===== config.mk =====
export PLATFORM = sky130hd
export DESIGN_NAME = div_arbiter
export DESIGN_NICKNAME = d
export VERILOG_FILES = /design/src/rtl/div_arbiter.sv
export SDC_FILE = /design/constraint.sdc
export NUM_CORES = 1
export LEC_CHECK = 0
export CAP_MARGIN = 20
export CORE_AREA = 4 4 153 155
export CTS_CLUSTER_SIZE = 16
export DETAILED_ROUTE_END_ITERATION = 6
export DIE_AREA = 0 0 157 159
export HOLD_SLACK_MARGIN = 0.15
export PLACE_DENSITY = 0.72
export SYNTH_ARGS = -nofsm -noshare
export SYNTH_HDL_FRONTEND = slang
export SYNTH_SLANG_ARGS = --single-unit
export TNS_END_PERCENT = 5

===== constraint.sdc =====
create_clock -name clk -period 5.5 [get_ports clk]
set_input_delay 1.65 -clock clk [delete_from_list [all_inputs] [get_ports clk]]
set_output_delay 1.65 -clock clk [all_outputs]
set_load 0.02 [all_outputs]

===== src/rtl/div_arbiter.sv =====
// div_arbiter: round-robin sequencer sharing one iterative FP32 divider among NREQ requesters.
// Optional build macro DIV_ARB_WDOG_EN adds a watchdog on the WAIT state.
// With the watchdog, a divider that never answers yields qNaN with err_o=1, followed by a re-flush.
//
// state   | meaning
// --------+-----------------------------------------------------------------
// S_FLUSH | count quiet divider cycles after reset (divider has no reset)
// S_IDLE  | pick the next requester round-robin, latch its operands
// S_ISSUE | hold div_r_i high for ISSUE_CYC cycles
// S_WAIT  | wait for div_r_o, capture div_res in that same cycle
// S_RESP  | pulse done_o to the winner, advance the round-robin pointer
module div_arbiter #(
    parameter int NREQ      = 4,
    parameter int ISSUE_CYC = 2,
    parameter int FLUSH_CYC = 255,
    parameter int TIMEOUT   = 1023
) (
    input  logic                 clk,
    input  logic                 rst,
    input  logic [NREQ-1:0]      req_i,
    input  logic [32*NREQ-1:0]   n_i,
    input  logic [32*NREQ-1:0]   x_i,
    output logic [NREQ-1:0]      gnt_o,
    output logic [NREQ-1:0]      done_o,
    output logic [31:0]          res_o,
    output logic                 err_o,
    output logic [31:0]          div_n,
    output logic [31:0]          div_x,
    output logic                 div_r_i,
    input  logic [31:0]          div_res,
    input  logic                 div_r_o
);

    localparam int PW = $clog2(NREQ);
    localparam int FW = $clog2(FLUSH_CYC + 1);
    localparam int IW = $clog2(ISSUE_CYC + 1);

    typedef enum logic [2:0] {
        S_FLUSH,
        S_IDLE,
        S_ISSUE,
        S_WAIT,
        S_RESP
    } state_t;

    state_t             r_state;
    state_t             w_state_nx;
    logic [PW-1:0]      r_ptr;
    logic [PW-1:0]      r_cur;
    logic [FW-1:0]      r_flush_cnt;
    logic [IW-1:0]      r_iss_cnt;
    logic [NREQ-1:0]    r_gnt;
    logic [NREQ-1:0]    r_done;
    logic [31:0]        r_res;
    logic [31:0]        r_div_n;
    logic [31:0]        r_div_x;
    logic               r_div_r_i;

    logic               w_found;
    logic [PW-1:0]      w_win;
    logic [PW:0]        w_sum;
    logic [PW-1:0]      w_cand;
    logic [NREQ-1:0]    w_onehot;
    logic [31:0]        w_n_sel;
    logic [31:0]        w_x_sel;
    logic               w_flush_done;
    logic               w_timeout;

`ifdef DIV_ARB_WDOG_EN
    localparam int TW = $clog2(TIMEOUT + 1);
    logic [TW-1:0]      r_wd_cnt;
    logic               r_to;
    logic               r_err;
    assign w_timeout = (r_wd_cnt == TW'(TIMEOUT - 1));
    assign err_o     = r_err;
`else
    assign w_timeout = 1'b0;
    assign err_o     = 1'b0;
`endif

    assign gnt_o   = r_gnt;
    assign done_o  = r_done;
    assign res_o   = r_res;
    assign div_n   = r_div_n;
    assign div_x   = r_div_x;
    assign div_r_i = r_div_r_i;

    assign w_flush_done = (r_flush_cnt == FW'(FLUSH_CYC));

    // Round-robin search: first asserted request after the last winner, wrapping mod NREQ.
    always_comb begin
        w_found = 1'b0;
        w_win   = '0;
        w_sum   = '0;
        w_cand  = '0;
        for (int i = 1; i <= NREQ; i++) begin
            w_sum  = {1'b0, r_ptr} + (PW+1)'(i);
            w_cand = (w_sum >= (PW+1)'(NREQ)) ? PW'(w_sum - (PW+1)'(NREQ)) : PW'(w_sum);
            if (!w_found && req_i[w_cand]) begin
                w_found = 1'b1;
                w_win   = w_cand;
            end
        end
    end

    // Operand mux and one-hot grant for the selected winner.
    always_comb begin
        w_n_sel  = '0;
        w_x_sel  = '0;
        w_onehot = '0;
        w_onehot[w_win] = 1'b1;
        for (int k = 0; k < NREQ; k++) begin
            if (w_win == PW'(k)) begin
                w_n_sel = n_i[32*k +: 32];
                w_x_sel = x_i[32*k +: 32];
            end
        end
    end

    // State register.
    always_ff @(posedge clk or posedge rst) begin
        if (rst) r_state <= S_FLUSH;
        else     r_state <= w_state_nx;
    end

    // Next-state logic; a late div_r_o takes priority over the watchdog.
    always_comb begin
        w_state_nx = r_state;
        case (r_state)
            S_FLUSH: if (!div_r_o && w_flush_done) w_state_nx = S_IDLE;
            S_IDLE:  if (w_found) w_state_nx = S_ISSUE;
            S_ISSUE: if (r_iss_cnt == '0) w_state_nx = S_WAIT;
            S_WAIT:  if (div_r_o || w_timeout) w_state_nx = S_RESP;
`ifdef DIV_ARB_WDOG_EN
            S_RESP:  w_state_nx = r_to ? S_FLUSH : S_IDLE;
`else
            S_RESP:  w_state_nx = S_IDLE;
`endif
            default: w_state_nx = S_FLUSH;
        endcase
    end

    // Flush counter: any divider activity restarts the quiet-period count.
    always_ff @(posedge clk or posedge rst) begin
        if (rst) begin
            r_flush_cnt <= '0;
        end else if (r_state == S_FLUSH) begin
            if (div_r_o)            r_flush_cnt <= '0;
            else if (!w_flush_done) r_flush_cnt <= r_flush_cnt + FW'(1);
        end else begin
            r_flush_cnt <= '0;
        end
    end

    // Datapath: operand latch, issue strobe, result capture, grant/done handshake.
    always_ff @(posedge clk or posedge rst) begin
        if (rst) begin
            r_ptr     <= PW'(NREQ - 1);
            r_cur     <= '0;
            r_iss_cnt <= '0;
            r_gnt     <= '0;
            r_done    <= '0;
            r_res     <= '0;
            r_div_n   <= '0;
            r_div_x   <= '0;
            r_div_r_i <= 1'b0;
        end else begin
            case (r_state)
                S_IDLE: begin
                    if (w_found) begin
                        r_div_n   <= w_n_sel;
                        r_div_x   <= w_x_sel;
                        r_gnt     <= w_onehot;
                        r_cur     <= w_win;
                        r_div_r_i <= 1'b1;
                        r_iss_cnt <= IW'(ISSUE_CYC - 1);
                    end
                end
                S_ISSUE: begin
                    if (r_iss_cnt == '0) r_div_r_i <= 1'b0;
                    else                 r_iss_cnt <= r_iss_cnt - IW'(1);
                end
                S_WAIT: begin
                    if (div_r_o) begin
                        r_res  <= div_res;
                        r_done <= r_gnt;
                    end else if (w_timeout) begin
                        r_res  <= 32'h7FC0_0000;
                        r_done <= r_gnt;
                    end
                end
                S_RESP: begin
                    r_done <= '0;
                    r_gnt  <= '0;
                    r_ptr  <= r_cur;
                end
                default: ;
            endcase
        end
    end

`ifdef DIV_ARB_WDOG_EN
    // Watchdog: counts WAIT cycles, flags the timed-out operation until RESP exits.
    always_ff @(posedge clk or posedge rst) begin
        if (rst) begin
            r_wd_cnt <= '0;
            r_to     <= 1'b0;
            r_err    <= 1'b0;
        end else begin
            case (r_state)
                S_ISSUE: if (r_iss_cnt == '0) r_wd_cnt <= '0;
                S_WAIT: begin
                    if (div_r_o) begin
                        r_err <= 1'b0;
                    end else if (w_timeout) begin
                        r_err <= 1'b1;
                        r_to  <= 1'b1;
                    end else begin
                        r_wd_cnt <= r_wd_cnt + TW'(1);
                    end
                end
                S_RESP: r_to <= 1'b0;
                default: ;
            endcase
        end
    end
`endif

endmodule


==> results.py <==
metrics = {
    "drt": {
        "ant_nets": 0,
        "drc_errors": 0,
        "firstDrtPassIters": 4,
        "first_iter_violations": 362,
        "routedWlPerCell_um": 19.9,
        "via_count": 6884,
        "wl_um": 27100,
        "viasPerCell": 5.04,
    },
    "worst_setup_path": {
        "path_max_fanout": 39,
        "critical_path_required_ps": 5830,
        "end_kind": "register",
        "r2r-end": "div_n[12]$_DFFE_PP0P_",
        "worst_r2r_startpoint": "r_ptr[0]$_DFFE_PP1P_",
        "arrival_ps": 4290,
        "critPathLaunch": "req_i[1]",
        "critPathLaunchType": "input pin",
        "reg2reg_depth": 6,
        "critPathKind": "input pin to register",
        "r2r_setup_slack_ps": 2910,
    },
    "logic_synthesis": {
        "ys.flop_type": "dfrtp_1",
        "synth_fa_ha_area_share_pct": 0.381,
        "yosysSeqAreaShare_pct": 46.5,
        "ys_types": 45,
        "synthArstFlopShare_pct": 100,
        "syn_inst": 702,
        "yosysTopAreaCellShare_pct": 45.7,
        "post-synth-top-count-cell": "nand2_1",
        "syn_nets": 999,
        "synthTopCellsByArea": "dfrtp_1, nand2_1, o221ai_1, and3_1, mux2_2",
        "yosysWarnings": 0,
        "synth_mux_area_share_pct": 6.28,
        "ys_top_cells_by_count": "nand2_1, dfrtp_1, and3_1, o221ai_1, o21ai_2",
        "yosys.area.top_type": "dfrtp_1",
        "syn_area_per_cell_um2": 9.36,
        "synth_compound_area_share_pct": 19.2,
        "synth-edff-count": 0,
        "synth_top_family_by_area": "simple AND/OR/NAND/NOR gates",
        "synthXorXnorAreaFrac_pct": 0.667,
        "synth-simple-area-share_pct": 22.0,
        "synth_seq_cells": 122,
        "netlist_area_um2": 6570,
    },
    "global_routing": {
        "grt_max_degree": 69,
        "antenna_found_initial": 2,
        "grt_overflow": 0,
        "grt_pass1_wl_um": 40300,
        "grt_pass1_vias": 6941,
        "groute.usage.overall_pct": 20.8,
    },
    "clock_tree": {
        "cts_max_path_buffers": 2,
        "cts_tree": "yes",
        "cts_buffers": 17,
        "clock_sinks": 122,
        "clk_pin_slew_ps": 70,
        "clk-insertion-delay-late_ps": 410,
        "clock-root-buffer": "clkbuf_16",
        "post_cts_buffers": 0,
        "cts-htree-levels": 4,
        "cts.repair.resized": 0,
        "postCtsHoldBufs": 0,
    },
    "power": {
        "netSwitchingFraction_pct": 41.3,
        "leakagePower_uw": 0.00478,
        "power_frac_seq_pct": 26.8,
        "power.total_uw": 5960,
        "switchingPower_uw": 2460,
        "power_density_nw_per_um2": 524,
        "power.share.clock_pct": 19.3,
        "ir_worst_vdd_mv": 0.212,
        "combPwrFrac_pct": 53.8,
        "p_int_uw": 3500,
    },
    "placement": {
        "hpwl_um": 19900,
        "io_buffer_count": 399,
        "gp_congestion": 0.844,
        "placed_cell_area_um2": 10800,
    },
    "cells_and_area": {
        "fin_area_um2": 11400,
        "syn2layout_area_growth_pct": 73.0,
        "n_fill_cell": 2000,
        "nNetsFinal": 1369,
        "drive_gt1_share_pct": 12.6,
        "final_util_pct": 52.1,
    },
    "timing": {
        "rsz0062_at_grt": "false",
        "setup_viol": 0,
        "fmax_mhz": 253,
        "finClkSkew_ps": 11.5,
        "period_minus_slack_ps": 3960,
        "tns_ps": 0,
        "slew_headroom_pct": 37.7,
        "finalHoldViolCount": 0,
        "max_slew.worst_pin.slew_ps": 935,
        "fin_crit_sh_pct": 72.0,
        "finalMaxSlewViolations": 0,
    },
    "hold_path": {
        "hold_path_depth": 1,
        "worstHoldStart": "r_iss_cnt[0]$_DFFE_PP0P_",
        "hold_class": "register to register",
        "min_to": "r_iss_cnt[0]$_DFFE_PP0P_",
    },
    "floorplan": {
        "start_util_pct": 30.1,
        "boundaryPins": 401,
        "chipHeight_um": 159,
        "die_area_um2": 25000,
        "die_w_um": 157,
        "core_region_area_um2": 21800,
        "num_rows": 54,
    },
    "outcome": {
        "status": "complete, no violations",
    },
    "run": {
        "maxCapViolCount": 0,
    },
}
layout by cell type, fill, tap and decap left out, types with 3 or more instances in the layout:
cell type / count
a21oi_1: 10
a22o_1: 5
and3_1: 66
buf_12: 3
buf_4: 8
clkbuf_16: 17
clkdlybuf4s50_1: 399
dfrtp_1: 120
inv_1: 3
inv_6: 8
mux2_2: 34
mux2i_1: 3
nand2_1: 201
nand2b_1: 6
nand3_1: 6
nor2_1: 12
nor3_1: 4
o21ai_0: 10
o21ai_1: 19
o21ai_2: 42
o221ai_1: 64
xnor2_1: 5
through the flow:
step	setup slack (ps)	hold slack, ps	instances
floorplan	611	445	702
global placement	1180	459	1333
detailed placement	1120	464	1333
CTS	1580	475	1365
global route	1370	482	1366
finish	1540	477	1366
worst max path at each step:
stage,to,cells after the start
after floorplan,div_n[0]$_DFFE_PP0P_,1
after global placement,div_n[1]$_DFFE_PP0P_,7
after detailed placement,div_n[12]$_DFFE_PP0P_,7
after CTS,div_n[12]$_DFFE_PP0P_,7
after global routing,div_x[28]$_DFFE_PP0P_,7
final,div_n[12]$_DFFE_PP0P_,7
cells by family after synthesis:
kind of cell,count (synthesis)
fa+ha+maj,2
xor+xnor,5
buf+inv,63
simple gates,313
mux,37
flops,122
compound gates,159
other cells,1
power groups by stage:
stage | clock [µW] | sequential [µW] | combinational (µW)
finish | 1150 | 1600 | 3210
global route | 1240 | 1650 | 3450
CTS | 1180 | 1600 | 3250
detailed placement | 0 | 1610 | 3250
global placement | 0 | 1590 | 3210
floorplan | 0 | 2020 | 1400
area by class of cell:
| type | count | area (µm²) | area share (%) |
|---|---|---|---|
| clock buffers | 17 | 425 | 3.74 |
| diodes | 1 | 2.50 | 0.0220 |
| repair buffers | 410 | 4110 | 36.2 |
| clock inverters | 15 | 174 | 1.53 |
| well taps | 280 | 350 | 3.08 |
| multi-input cells | 517 | 3230 | 28.4 |
| flip-flops and latches | 122 | 3060 | 26.9 |
| inverters | 4 | 17.5 | 0.154 |
sequential cells by signal, indices dropped and copies added (netlist names), 3 cells and up:
name	cells
div_n	32
gnt_o	4
div_x	32
res_o	32
r_state	3
r_flush_cnt	8
done_o	4
critical path, cell delays in order:
cell             delay, ps
clkdlybuf4s50_1        590
nor3b_2                330
a311o_2                790
buf_4                  460
nand2_1                 90
and3_1                 180
o21ai_2                140
per-layer routing:
metal	vias up	share of wire [%]	track usage, %
li1	3245	-	-
met1	3291	37	24.1
met2	308	51	36.1
met3	38	8.8	6.47
met4	2	2.4	6.90
met5	-	0.026	0
Power figures use the tool's default switching activity.
